[config.mk]
export PLATFORM = sky130hd
export DESIGN_NAME = regfile_wb
export DESIGN_NICKNAME = d
export VERILOG_FILES = /design/src/rtl/regfile_wb_pkg.sv /design/src/rtl/regfile_wb_scoreboard.sv /design/src/rtl/regfile_wb.sv
export SDC_FILE = /design/constraint.sdc
export NUM_CORES = 2
export LEC_CHECK = 0
export ABC_CLOCK_PERIOD_IN_PS = 4300
export CELL_PAD_IN_SITES_DETAIL_PLACEMENT = 0
export CELL_PAD_IN_SITES_GLOBAL_PLACEMENT = 1
export CORE_ASPECT_RATIO = 0.8
export CORE_MARGIN = 4
export CORE_UTILIZATION = 53
export DETAILED_ROUTE_END_ITERATION = 12
export DONT_BUFFER_PORTS = 1
export GPL_ROUTABILITY_DRIVEN = 0
export PLACE_DENSITY = 0.86
export SKIP_LAST_GASP = 1
export SYNTH_ARGS = -nofsm -noshare
export SYNTH_HDL_FRONTEND = slang
export SYNTH_SLANG_ARGS = --single-unit
[constraint.sdc]
create_clock -name clk -period 4.3 [get_ports clk]
set_input_delay 0.43 -clock clk [delete_from_list [all_inputs] [get_ports clk]]
set_output_delay 0.43 -clock clk [all_outputs]
set_load 0.1 [all_outputs]
[src/rtl/regfile_wb_pkg.sv]
// regfile_wb_pkg: shared constants and types for the writeback register file slice
// Provides the register file geometry, the pending-write counter type and the
// wb_params_t record carried from the MEM/WB register into the register file.
package regfile_wb_pkg;
  localparam int NUM_REGS = 16;
  localparam int REG_ADDR_W = $clog2(NUM_REGS);
  localparam int XLEN = 32;
  localparam int PEND_W = 2;
  typedef logic [PEND_W-1:0] pend_cnt_t;
  typedef struct packed {
    logic [REG_ADDR_W-1:0] rd_addr;
    logic [XLEN-1:0] rd_data;
  } wb_params_t;
endpackage

[src/rtl/regfile_wb_scoreboard.sv]
// regfile_wb_scoreboard: per-register pending-write counters, busy flags and issue gating
// Ports: clk/rst; wb_addr_i retiring destination (0 = none); rs1/rs2_addr_i read
// addresses; issue_valid_i/issue_rd_addr_i issuing destination; rs1/rs2_busy_o
// pending-write flags; issue_ready_o counter for issue_rd_addr_i has room.
module regfile_wb_scoreboard #(
  parameter int NUM_REGS = 16,
  parameter int ADDR_W = $clog2(NUM_REGS),
  parameter int PEND_W = 2
) (
  input  logic              clk,
  input  logic              rst,
  input  logic [ADDR_W-1:0] wb_addr_i,
  input  logic [ADDR_W-1:0] rs1_addr_i,
  input  logic [ADDR_W-1:0] rs2_addr_i,
  input  logic              issue_valid_i,
  input  logic [ADDR_W-1:0] issue_rd_addr_i,
  output logic              rs1_busy_o,
  output logic              rs2_busy_o,
  output logic              issue_ready_o
);
  localparam logic [PEND_W-1:0] CNT_MAX = '1;
  logic [PEND_W-1:0] cnt_q [NUM_REGS];
  logic [PEND_W-1:0] cnt_d [NUM_REGS];
  logic [NUM_REGS-1:0] dec, inc, underflow;
  always_comb begin
    for (int r = 0; r < NUM_REGS; r++) begin
      dec[r] = r != 0 && wb_addr_i == ADDR_W'(r);
      inc[r] = r != 0 && issue_valid_i && issue_rd_addr_i == ADDR_W'(r);
    end
  end
  // A full counter can still accept an issue when WB retires the same register now.
  assign issue_ready_o = !(cnt_q[issue_rd_addr_i] == CNT_MAX && !dec[issue_rd_addr_i]);
  // A write retiring this cycle no longer blocks the reader; its data is bypassed.
  assign rs1_busy_o = cnt_q[rs1_addr_i] != '0 && !(cnt_q[rs1_addr_i] == PEND_W'(1) && dec[rs1_addr_i]);
  assign rs2_busy_o = cnt_q[rs2_addr_i] != '0 && !(cnt_q[rs2_addr_i] == PEND_W'(1) && dec[rs2_addr_i]);
  always_comb begin
    for (int r = 0; r < NUM_REGS; r++) begin
      cnt_d[r] = (inc[r] && issue_ready_o && !dec[r]) ? cnt_q[r] + 1'b1 :
                 (dec[r] && !(inc[r] && issue_ready_o) && cnt_q[r] != '0) ? cnt_q[r] - 1'b1 : cnt_q[r];
      underflow[r] = dec[r] && cnt_q[r] == '0;
    end
  end
  always_ff @(posedge clk) begin
    for (int r = 0; r < NUM_REGS; r++) cnt_q[r] <= rst ? '0 : cnt_d[r];
    if (!rst) assert (underflow == '0);
  end
endmodule

[src/rtl/regfile_wb.sv]
// regfile_wb: architectural register file fed by writeback, with WB->ID bypass and RAW scoreboard
// Ports: clk/rst; wb_params_in writeback (rd_addr 0 = no write); rs1/rs2_addr read
// addresses; rs1/rs2_data combinational read data; rs1/rs2_busy pending-write flags;
// issue_valid/issue_rd_addr issuing destination; issue_ready issue can be accepted.
module regfile_wb
  import regfile_wb_pkg::*;
#(
  parameter int NUM_REGS = regfile_wb_pkg::NUM_REGS,
  parameter int ADDR_W = $clog2(NUM_REGS),
  parameter int XLEN = regfile_wb_pkg::XLEN,
  parameter int PEND_W = regfile_wb_pkg::PEND_W
) (
  input  logic              clk,
  input  logic              rst,
  input  wb_params_t        wb_params_in,
  input  logic [ADDR_W-1:0] rs1_addr,
  input  logic [ADDR_W-1:0] rs2_addr,
  output logic [XLEN-1:0]   rs1_data,
  output logic [XLEN-1:0]   rs2_data,
  output logic              rs1_busy,
  output logic              rs2_busy,
  input  logic              issue_valid,
  input  logic [ADDR_W-1:0] issue_rd_addr,
  output logic              issue_ready
);
  logic [XLEN-1:0] regs_q [NUM_REGS];
  logic [XLEN-1:0] regs_d [NUM_REGS];
  always_comb begin
    regs_d = regs_q;
    if (wb_params_in.rd_addr != '0) regs_d[wb_params_in.rd_addr] = wb_params_in.rd_data;
  end
  always_ff @(posedge clk) begin
    for (int r = 0; r < NUM_REGS; r++) regs_q[r] <= rst ? '0 : regs_d[r];
  end
  assign rs1_data = rs1_addr == '0 ? '0 : wb_params_in.rd_addr == rs1_addr ? wb_params_in.rd_data : regs_q[rs1_addr];
  assign rs2_data = rs2_addr == '0 ? '0 : wb_params_in.rd_addr == rs2_addr ? wb_params_in.rd_data : regs_q[rs2_addr];
  regfile_wb_scoreboard #(
    .NUM_REGS(NUM_REGS),
    .ADDR_W(ADDR_W),
    .PEND_W(PEND_W)
  ) u_sb (
    .clk(clk),
    .rst(rst),
    .wb_addr_i(wb_params_in.rd_addr),
    .rs1_addr_i(rs1_addr),
    .rs2_addr_i(rs2_addr),
    .issue_valid_i(issue_valid),
    .issue_rd_addr_i(issue_rd_addr),
    .rs1_busy_o(rs1_busy),
    .rs2_busy_o(rs2_busy),
    .issue_ready_o(issue_ready)
  );
endmodule

==> impl_metrics.env <==
export IMPL_async_reset_ff_share_pct=0
export IMPL_whs_path_depth=3
export IMPL_reg2reg_depth=7
export IMPL_failed_checks="slew limit"
export IMPL_syn_inst=3265
export IMPL_r2r_start="u_sb.cnt_q[8][1]"
export IMPL_crit_chain="nand2_1 > o2111ai_1 > o211ai_1 > or4_2 > buf_4"
export IMPL_coreArea_um2=51500
export IMPL_arrival_ps=2760
export IMPL_grt_max_degree=496
export IMPL_grt_pass1_wl_mm=151
export IMPL_tightest_slew_ps=1930
export IMPL_period_share_pct=74.2
export IMPL_seq_power_share_pct=44.2
export IMPL_nets=3164
export IMPL_worst_path_buf_inv=1
export IMPL_drc=0
export IMPL_numCtsBuffers=52
export IMPL_first_iter_violations=3537
export IMPL_p_comb_share_pct=13.7
export IMPL_ios=118
export IMPL_slew_limit_headroom_pct=-28.3
export IMPL_antenna_found_initial=0
export IMPL_die_w_um=264
export IMPL_cts_resized=0
export IMPL_synth_area_um2=27900
export IMPL_synth_area_leaders="dfxtp_1 (37%), mux4_2 (21%), nand2_1 (14%)"
export IMPL_track_usage_pct=34.6
export IMPL_ys_seq_area_share_pct=36.7
export IMPL_hpwl_mm=53.4
export IMPL_p_int_mw=8.10
export IMPL_hp_start="issue_rd_addr[1]"
export IMPL_synthFlopType="dfxtp_1"
export IMPL_die_height_um=213
export IMPL_area_growth_syn_to_layout_pct=13.8
export IMPL_switching_share_pct=26.8
export IMPL_postRouteAntennaNets=0
export IMPL_drv_slew=265
export IMPL_rows=74
export IMPL_crit_start="u_sb.cnt_q[8][1]"
export IMPL_ys_ff_latch=510
export IMPL_cts_tree="built"
export IMPL_setup_violations=0
export IMPL_rsz0062_at_grt="no"
export IMPL_final_min_clock_period_ps=3190
export IMPL_status="complete, but fails checks"
export IMPL_clock_latency_ps=600
export IMPL_synth_edf_count=0
export IMPL_overflow=0
export IMPL_max_freq_mhz=313
export IMPL_diodes=0
export IMPL_maxCapViolCount=0
export IMPL_path_delay_family="simple AND/OR/NAND/NOR gates"
export IMPL_yosys_cell_types_count=53
export IMPL_n_fill_cell=4369
export IMPL_synth_area_leader_cell="dfxtp_1"
export IMPL_clockPowerShare_pct=42.1
export IMPL_place_area_um2=29600
export IMPL_drive_above_1_share_pct=19.7
export IMPL_tns_ps=0
export IMPL_p_sw_mw=2.97
export IMPL_slowest_delay_ps=660
export IMPL_p_leak_nw=10.7
export IMPL_synth_warning_count=0
export IMPL_htreeDepth=2
export IMPL_synth_top_area_share_pct=36.7
export IMPL_cts_root_buf="clkbuf_16"
export IMPL_num_vias=25400
export IMPL_firstDrtPassIters=6
export IMPL_critPathRequiredTime_ps=3870
export IMPL_cts_sinks=510
export IMPL_finClkSkew_ps=5.99
export IMPL_netlist_top_cells_count="nand2_1 (1023), a21oi_1 (512), dfxtp_1 (510)"
export IMPL_finalHoldViolCount=0
export IMPL_crit_path_start_kind="flip-flop"
export IMPL_path_max_fanout=46
export IMPL_endpoint_kind="output port"
export IMPL_totalWireLength_mm=99.4
export IMPL_hold_class="in2reg"
export IMPL_clockBufferDepth=3
export IMPL_cp_depth=5
export IMPL_design_area_um2=31700
export IMPL_portBuffers=0
export IMPL_ir_drop_uv=280
export IMPL_grt_pass1_vias=25300
export IMPL_routed_via_density=6.64
export IMPL_yosysMostFrequentCell="nand2_1"
export IMPL_cts_setup_buffers=0
export IMPL_syn_nets=3316
export IMPL_clk_pin_slew_ps=60
export IMPL_wl_per_cell_um=25.9
export IMPL_avgSynthCellArea_um2=8.53
export IMPL_die_area_um2=56300
export IMPL_initial_utilization_pct=54.1
export IMPL_powerDensity_nw_per_um2=350
export IMPL_critical_path_class="reg2out"
export IMPL_slowest_stage="or4_2"
==> cell families (layout without fill, tap and decap cells) <==
logic type / count (synthesis) / after routing / share of synthesized area [%]
flops: 510 / 510 / 36.7
compound gates: 641 / 641 / 13.1
simple gates: 1416 / 1416 / 20.7
mux: 336 / 336 / 24.2
buf+inv: 351 / 236 / 5.02
xor+xnor: 11 / 11 / 0.346
==> worst reg2reg max path: cells and delay by family (launching register included) <==
family / cells / cell delay [ps]
flip-flops: 1 / 510
AO/OA/AOI/OAI: 3 / 750
AND/OR/NAND/NOR: 3 / 870
buffers and inverters: 1 / 380
==> cell usage in the layout (no fill, tap or decap), types with 6 or more instances in the layout <==
cell type         n
a31oi_1           6
nand2_2           7
dfxtp_1         510
a21oi_1         498
clkbuf_1         14
nor3_2           56
o2bb2ai_1        15
a22oi_2           9
mux4_2          264
dlygate4sd3_1    32
buf_16           50
a22o_1           46
nor4_1           15
nor2_4            9
clkbuf_8          9
and3_1            8
nand2b_1         26
a211oi_1          6
nor2_1          183
clkbuf_16        54
nor4b_1          14
or2_2             7
mux2_2           54
nor2b_1           7
buf_4            57
o211ai_1         17
xnor2_1           8
clkinv_2          7
mux2i_1          18
nor3_1           27
nand2_1        1016
a21oi_2          14
nand3_1           8
==> sequential cells by signal, indices dropped and copies added, names as in the netlist <==
name / count
u_sb.cnt_q: 30
regs_q: 480
==> layer usage <==
| metal | wire (um) | global-route usage [%] | vias up |
|---|---|---|---|
| met4 | 5740 | 18.2 | 0 |
| met5 | 0 | 0 | - |
| li1 | - | - | 11100 |
| met1 | 36700 | 44.8 | 12300 |
| met2 | 45400 | 54.9 | 1679 |
| met3 | 11500 | 7.91 | 354 |
==> cell type report <==
class	instances	area [um^2]	share of cell area, %
Timing Repair Buffer	140	2140	6.77
Clock inverter	14	186	0.588
Sequential cell	510	10200	32.2
Inverter	5	18.8	0.0592
Clock buffer	77	1530	4.82
Multi-Input combinational cell	2404	16700	52.8
Tap cell	684	856	2.70
==> power groups by stage <==
stage          clock network [mW]  logic [mW]  registers [mW]
3_3_place_gp                    0        1.38            4.99
5_1_grt                      4.89        1.57            4.91
6_report                     4.66        1.51            4.90
3_5_place_dp                    0        1.39            5.00
2_1_floorplan                   0        1.20            4.97
4_1_cts                      4.69        1.50            4.89
==> path summary, 6_finish.rpt <==
path	slack, ps	end
setup / recovery	1110	issue_ready
hold / removal	90	u_sb.cnt_q[5][0]
setup reg to reg	1580	u_sb.cnt_q[1][1]
hold reg to reg	460	regs_q[309]
==> through the flow <==
step	total power, mW	hold slack (ps)	instances	utilization (%)	setup WS [ps]
finish	11.1	85.8	3834	61.5	1110
global route	11.4	55.8	3834	61.5	1030
CTS	11.1	12.7	3834	61.5	1150
detailed placement	6.39	457	3710	57.6	1170
global placement	6.37	448	3710	57.6	1240
floorplan	6.17	442	3265	-	57.2
==> repair_timing <==
item / 4_1_cts / 5_1_grt
hold buffers: 33 / 0
hold endpoints to repair: 486 / 0
setup endpoints to repair: 0 / 0
Note: power is estimated with default switching activity, not from simulation.
